File: config.mk
export PLATFORM = sky130hd
export DESIGN_NAME = ov5640_capture_sequencer_flat
export DESIGN_NICKNAME = d
export VERILOG_FILES = /design/src/rtl/ov5640_capture_sequencer_if.sv /design/src/rtl/ov5640_capture_sequencer.sv /design/src/flat_wrapper.sv
export SDC_FILE = /design/constraint.sdc
export NUM_CORES = 1
export LEC_CHECK = 0
export BUFFER_PORTS_ARGS = -buffer_cell sky130_fd_sc_hd__buf_4
export CAP_MARGIN = 20
export CELL_PAD_IN_SITES_DETAIL_PLACEMENT = 0
export CELL_PAD_IN_SITES_GLOBAL_PLACEMENT = 2
export CORE_ASPECT_RATIO = 1.5
export CORE_UTILIZATION = 38
export DETAILED_ROUTE_END_ITERATION = 10
export PLACE_DENSITY = 0.87
export SETUP_SLACK_MARGIN = 0.5
export SYNTH_ARGS = -nofsm -noshare
export SYNTH_HDL_FRONTEND = slang
export SYNTH_SLANG_ARGS = --single-unit
File: constraint.sdc
create_clock -name sys_clk -period 2.3 [get_ports sys_clk]
set_input_delay 0.345 -clock sys_clk [delete_from_list [all_inputs] [get_ports sys_clk]]
set_output_delay 0.345 -clock sys_clk [all_outputs]
set_load 0.01 [all_outputs]
File: src/rtl/ov5640_capture_sequencer_if.sv
// Capture request/handshake and frame-event bundle between software/GPIO,
// the capture datapath and the capture sequencer.
interface ov5640_capture_sequencer_if;
    logic        axil_capture_req;
    logic        axil_capture_done;
    logic        gpio_capture_req;
    logic        gpio_capture_done;
    logic        frame_start;
    logic        frame_end;
    logic        capture_en;
    logic        capture_src;
    logic        capture_busy;
    logic        capture_timeout;
    logic [15:0] frame_cnt;

    modport master (
        output axil_capture_req, gpio_capture_req, frame_start, frame_end,
        input  axil_capture_done, gpio_capture_done, capture_en, capture_src,
               capture_busy, capture_timeout, frame_cnt
    );

    modport slave (
        input  axil_capture_req, gpio_capture_req, frame_start, frame_end,
        output axil_capture_done, gpio_capture_done, capture_en, capture_src,
               capture_busy, capture_timeout, frame_cnt
    );
endinterface

File: src/rtl/ov5640_capture_sequencer.sv
// Arbitrates AXI-lite and GPIO capture requests and sequences one camera
// frame capture per grant, with a timeout abort and a completed-frame count.
module ov5640_capture_sequencer #(
    parameter int unsigned TIMEOUT_CYCLES = 50_000_000,
    parameter int unsigned CNT_W          = 26,
    parameter logic [15:0] FRAME_CNT_INIT = '0
) (
    input logic                        sys_clk,
    input logic                        sys_rst,
    ov5640_capture_sequencer_if.slave  cap
);

    typedef enum logic [1:0] {
        IDLE,
        WAIT_SOF,
        CAPTURE,
        DONE
    } state_t;

    state_t           state;
    state_t           state_next;

    logic [1:0]       gpio_sync;
    logic             gpio_prev;
    logic             gpio_rise;

    logic             axil_pend;
    logic             gpio_pend;
    logic             src;
    logic             timeout_flag;
    logic [CNT_W-1:0] cnt;
    logic [15:0]      frames;

    logic             axil_serving;
    logic             axil_done;
    logic             axil_event;
    logic             grant;
    logic             grant_src;
    logic             cnt_expired;
    logic             frame_inc;
    logic             timeout_hit;

    assign gpio_rise    = gpio_sync[1] & ~gpio_prev;
    assign axil_done    = (state == DONE) && !src;
    assign axil_serving = (state != IDLE) && !src;
    assign axil_event   = cap.axil_capture_req & ~axil_pend & ~axil_serving & ~axil_done;
    assign grant        = (state == IDLE) && (axil_pend || gpio_pend);
    assign grant_src    = ~axil_pend;
    assign cnt_expired  = (cnt == CNT_W'(TIMEOUT_CYCLES - 1));

    always_ff @(posedge sys_clk or posedge sys_rst) begin
        if (sys_rst) begin
            state <= IDLE;
        end else begin
            state <= state_next;
        end
    end

    // Timeout beats a late frame_start in WAIT_SOF; a frame_end on the last
    // allowed CAPTURE cycle still counts as a completed frame.
    always_comb begin
        state_next  = state;
        frame_inc   = 1'b0;
        timeout_hit = 1'b0;
        unique case (state)
            IDLE: begin
                if (grant) state_next = WAIT_SOF;
            end
            WAIT_SOF: begin
                if (cnt_expired) begin
                    state_next  = DONE;
                    timeout_hit = 1'b1;
                end else if (cap.frame_start) begin
                    state_next = CAPTURE;
                end
            end
            CAPTURE: begin
                if (cap.frame_end) begin
                    state_next = DONE;
                    frame_inc  = 1'b1;
                end else if (cnt_expired) begin
                    state_next  = DONE;
                    timeout_hit = 1'b1;
                end
            end
            DONE: begin
                if (src || !cap.axil_capture_req) state_next = IDLE;
            end
        endcase
    end

    always_ff @(posedge sys_clk or posedge sys_rst) begin
        if (sys_rst) begin
            gpio_sync    <= '0;
            gpio_prev    <= 1'b0;
            axil_pend    <= 1'b0;
            gpio_pend    <= 1'b0;
            src          <= 1'b0;
            timeout_flag <= 1'b0;
            cnt          <= '0;
            frames       <= FRAME_CNT_INIT;
        end else begin
            gpio_sync <= {gpio_sync[0], cap.gpio_capture_req};
            gpio_prev <= gpio_sync[1];

            if (grant && !grant_src) begin
                axil_pend <= 1'b0;
            end else if (axil_event) begin
                axil_pend <= 1'b1;
            end

            // A rising edge in the grant cycle is dropped: the flag is still set.
            if (grant && grant_src) begin
                gpio_pend <= 1'b0;
            end else if (gpio_rise) begin
                gpio_pend <= 1'b1;
            end

            if (grant) begin
                src          <= grant_src;
                cnt          <= '0;
                timeout_flag <= 1'b0;
            end else if (state == WAIT_SOF || state == CAPTURE) begin
                cnt <= cnt + CNT_W'(1);
            end

            if (timeout_hit) timeout_flag <= 1'b1;
            if (frame_inc)   frames       <= frames + 16'd1;
        end
    end

    assign cap.axil_capture_done = axil_done;
    assign cap.gpio_capture_done = (state == DONE) && src;
    assign cap.capture_en        = (state == CAPTURE);
    assign cap.capture_busy      = (state != IDLE);
    assign cap.capture_src       = src;
    assign cap.capture_timeout   = timeout_flag;
    assign cap.frame_cnt         = frames;

endmodule
File: src/flat_wrapper.sv
// flat-port wrapper written by rule: the top's interface ports become plain ports
module ov5640_capture_sequencer_flat 
#(
    parameter int unsigned TIMEOUT_CYCLES = 50_000_000,
    parameter int unsigned CNT_W          = 26,
    parameter logic [15:0] FRAME_CNT_INIT = '0
)
  (sys_clk, sys_rst, cap_axil_capture_req, cap_gpio_capture_req, cap_frame_start, cap_frame_end, cap_axil_capture_done, cap_gpio_capture_done, cap_capture_en, cap_capture_src, cap_capture_busy, cap_capture_timeout, cap_frame_cnt);
  ov5640_capture_sequencer_if cap_i ();
  input logic sys_clk;
  input logic sys_rst;
  input wire logic [$bits(cap_i.axil_capture_req)-1:0] cap_axil_capture_req;
  input wire logic [$bits(cap_i.gpio_capture_req)-1:0] cap_gpio_capture_req;
  input wire logic [$bits(cap_i.frame_start)-1:0] cap_frame_start;
  input wire logic [$bits(cap_i.frame_end)-1:0] cap_frame_end;
  output wire logic [$bits(cap_i.axil_capture_done)-1:0] cap_axil_capture_done;
  output wire logic [$bits(cap_i.gpio_capture_done)-1:0] cap_gpio_capture_done;
  output wire logic [$bits(cap_i.capture_en)-1:0] cap_capture_en;
  output wire logic [$bits(cap_i.capture_src)-1:0] cap_capture_src;
  output wire logic [$bits(cap_i.capture_busy)-1:0] cap_capture_busy;
  output wire logic [$bits(cap_i.capture_timeout)-1:0] cap_capture_timeout;
  output wire logic [$bits(cap_i.frame_cnt)-1:0] cap_frame_cnt;
  assign cap_i.axil_capture_req = cap_axil_capture_req;
  assign cap_i.gpio_capture_req = cap_gpio_capture_req;
  assign cap_i.frame_start = cap_frame_start;
  assign cap_i.frame_end = cap_frame_end;
  assign cap_axil_capture_done = cap_i.axil_capture_done;
  assign cap_gpio_capture_done = cap_i.gpio_capture_done;
  assign cap_capture_en = cap_i.capture_en;
  assign cap_capture_src = cap_i.capture_src;
  assign cap_capture_busy = cap_i.capture_busy;
  assign cap_capture_timeout = cap_i.capture_timeout;
  assign cap_frame_cnt = cap_i.frame_cnt;
  ov5640_capture_sequencer #(.TIMEOUT_CYCLES(TIMEOUT_CYCLES), .CNT_W(CNT_W), .FRAME_CNT_INIT(FRAME_CNT_INIT)) u_core (.sys_clk(sys_clk), .sys_rst(sys_rst), .cap(cap_i));
endmodule
==> run summary <==
The flow ran to the end, and the final reports show no timing, DRC or antenna violations. Tracing the worst setup path back leads to its startpoint at u_core.cnt[6]. TritonCTS built the clock tree. The design internal power is 0.002007 W. The number of CTS-inserted buffers is 5.

Share of cells above drive strength 1: 0.3162. Fraction of power consumed by sequential logic: 0.376. The via count is 1,860.

Combinational fraction of design power: 0.405. Of all nets on the critical path, the largest fanout is 6. The run gives 0 as the number of synthesis warnings. The tightest min-delay check is of the input pin to asynchronous set/reset pin type.

From synthesis to final layout, the design area changed by 29.64%. The die is 67.83 um wide. For this design, the slowest cell found on the critical path is dfrtp_1.

The vertical extent of the die is 100.7 um, and the sum of net half-perimeters after detailed placement is 3464 um. For the global-route wire length before repair, the log shows 8949 um. Leaving out fill and tap cells, the most frequent cell in the layout is buf_4. The synthesized design contains 51 register bits.

The run gives 0.7275 as the global placement routability congestion. Kind of cell with the highest combined delay on the critical path: simple AND/OR/NAND/NOR gates. The slack of the worst reg-to-reg path came out at 400 ps. The cell area that synthesis handed to floorplanning was 2470 um^2. The total of fill cells in the finished design was 579. In the final layout, the multi-input gates occupy 1255 um^2.

The logs give 0 for the number of antenna violations at the first check in global routing and 1277 um^2 for the sequential cell area in the final layout. The worst setup timing slack at the placement stage is 219.9 ps. Setup repair after global routing could not meet its margin everywhere. The ratio of routed vias to standard cells works out to 5.096.

The tightest slew margin relative to the limit is 0.6465, and the total DRC errors in the routed layout is 0. Counting both buffers and inverters, the worst setup path holds a total of 0. The maximum clock frequency is 0.5275 GHz, and the mean instance size in the synthesized netlist is 10.65 um^2. The run gives 2500 ps as the required time of the critical path.

Entering global routing, the biggest net connects 31 pins. The cell leakage power was 1.499 nW; the synthesized net count was 244. The max-cap violation count is 0, and the final critical-path share of the clock period is 0.8242.

For this block, the initial DRC count from the detailed router was 54. In this run the critical register-to-register path is launched from u_core.cnt[6]. The critical setup path kind is register to register. The critical path goes through nor4bb_1 > nand4_1 > or4_4 > a21oi_4 > mux2_4. The via count of the first global-routing pass is 1,911, and the total power draw is 0.003050 W. Buffer depth of the longest clock path: 2. The sink count of the clock tree is 51. The count of buffers inserted at the top-level ports came out at 27. After detailed routing, the average wire length per cell comes to 14.60 um. The initial core utilization was 0.3972; the clock insertion delay at the later pin of the skew report was 310 ps. The worst clock skew is 9.874 ps.

In this run the power spent charging and discharging nets is 0.001043 W. The post-layout minimum cycle time is 1896 ps, and the arrival time at the worst endpoint is 2100 ps. The floorplan has 35 rows. The number of antenna cells inserted came out at 0. Residual antenna-violating net count after detailed routing: 0.

The tools report the capturing element type of the critical path as a register. The run gives 0 ps as the sum of negative setup slack. After clock tree synthesis, the clock-pin slew on the worst setup and hold paths is 100 ps. For the worst IR drop on VDD, the log shows 0.0005451 V.

Synthesis produced 232 cells. The routed wire length came out at 5328 um. The tools report the number of primary I/O pins as 28. The tools report the critical path startpoint category as a register. The H-tree was split into 2 levels. For the pin with the worst max-slew slack, the measured transition is 528.3 ps. The netlist uses 37 different library cells. The tools report the number of pins exceeding their max-slew limit in the final report as 0.

The proportion of synthesized chip area in sequential cells is 0.5167, and the ratio of total power to cell area is 952.7 nW/um^2. The logs give 302 for the number of nets in the finished design and 404.2 ps for the smallest setup slack after layout. The root buffer cell chosen for the clock tree is clkbuf_8.

Clock network power share: 0.219. Setup violations remaining at the end of the flow were counted as 0. The number of detailed-route iterations in the first pass was 4.

The number of hold-slack violations in the final timing report was 0. The die covers 6833 um^2. The total area inside the core boundary comes to 6218 um^2.

The library cells used most frequently in the layout, excluding fill and tap cells, are buf_4, dfrtp_1, nor2_1, xor2_1, xnor2_1. The hold buffer count at CTS is 0, and the total routing usage reported by global routing is 0.1766. The fraction of power spent switching nets is 0.3419, and the delay of the slowest cell on the worst path is 470 ps. Summed over all layers, the global routing overflow is 0.
worst register-to-register path, stage by stage, from the launching register on:
cell and delay (ps):
dfrtp_1 470, nor4bb_1 270, nand4_1 120, or4_4 460, a21oi_4 170, mux2_4 310
sequential cells by signal (all words and copies together) (netlist names), 2 cells and up:
name and flops:
u_core.gpio_sync 2, u_core.cnt 26, u_core.state 2, u_core.cap.frame_cnt 16
routing by layer:
layer  GRT usage  share of wire  wire, um
met1      0.2184           0.42      2221
met2      0.2955           0.54      2870
met3     0.03281          0.024       127
met4     0.07212          0.020       108
met5           0              0         0
kinds of logic after synthesis:
| logic type | count (synthesis) | share of synthesized area |
|---|---|---|
| muxes | 4 | 0.01722 |
| AOI/OAI and AO/OA | 16 | 0.03952 |
| xor gates and xnor gates | 38 | 0.1348 |
| DFF | 51 | 0.5167 |
| and+or+nand+nor | 107 | 0.2432 |
| adders and majority gates | 6 | 0.03039 |
| buffers and inverters | 10 | 0.01824 |
Yosys cell counts:
master	instances	area share
o22a_1	1	0.0035
a21oi_1	4	0.0081
buf_6	1	0.0046
nor4b_1	2	0.0071
nand2_1	16	0.024
mux2_2	1	0.0046
nor4_2	2	0.010
nor2_1	34	0.052
mux2i_1	2	0.0081
o21ai_1	1	0.0020
and2_1	3	0.0076
ha_1	6	0.030
o221ai_1	1	0.0035
xor2_1	20	0.071
a22o_1	1	0.0035
or3_1	3	0.0076
or2_2	1	0.0025
a21o_1	1	0.0030
nand4_2	2	0.010
xnor2_1	18	0.064
nand3_1	14	0.028
o21ai_0	6	0.012
nor2b_1	3	0.0076
and3_1	3	0.0076
dfrtp_1	51	0.52
nor2_2	1	0.0025
nor4_4	1	0.0086
and4_1	3	0.011
nand3_4	1	0.0071
nand4_1	12	0.030
clkbuf_1	3	0.0046
nor4bb_1	1	0.0041
or4_4	2	0.0091
nor3_1	3	0.0061
inv_1	6	0.0091
mux2_1	1	0.0046
a21oi_2	1	0.0035
layout make-up:
class                   instances  share of cell area
flip-flops and latches         51              0.3990
clock inverters                 2             0.01211
multi-input cells             171              0.3919
repair buffers                 55              0.1352
inverters                       6            0.007034
clock buffers                   6             0.02579
well taps                      74             0.02892
power by group through the flow:
stage               logic, W  registers, W  clock network [W]
floorplan           0.000614       0.00118                  0
global placement    0.000876       0.00118                  0
detailed placement  0.000896       0.00119                  0
CTS                  0.00109       0.00114           0.000684
global route         0.00134       0.00116           0.000721
finish               0.00123       0.00115           0.000669
per-stage QoR:
stage                     utilization  instances  cell area, um^2  hold WS [ps]
final                          0.5149        365             3202         59.47
after global placement         0.4535        333             2820         332.0
after global routing           0.5149        365             3202         86.83
after floorplan                     -        232             2506         331.2
after CTS                      0.4972        359             3092         78.11
after detailed placement       0.4535        333             2820         337.1
final timing paths:
check,endpoint,cells past startpoint
worst max-delay path,u_core.state[1],5
worst min-delay path,u_core.gpio_sync[0],2
worst max register to register,u_core.state[1],5
worst min register to register,u_core.gpio_sync[1],0
max in group asynchronous,u_core.cnt[14],3
min in group sys_clk,u_core.gpio_sync[0],1
repair_timing:
| action | 4_1_cts | 5_1_grt |
|---|---|---|
| setup endpoints to repair | 25 | 16 |
| pin swaps | 11 | 7 |
| gates resized for setup | 4 | 13 |
| buffers inserted | 18 | 6 |
No activity file was read; power rests on OpenSTA's default activity.
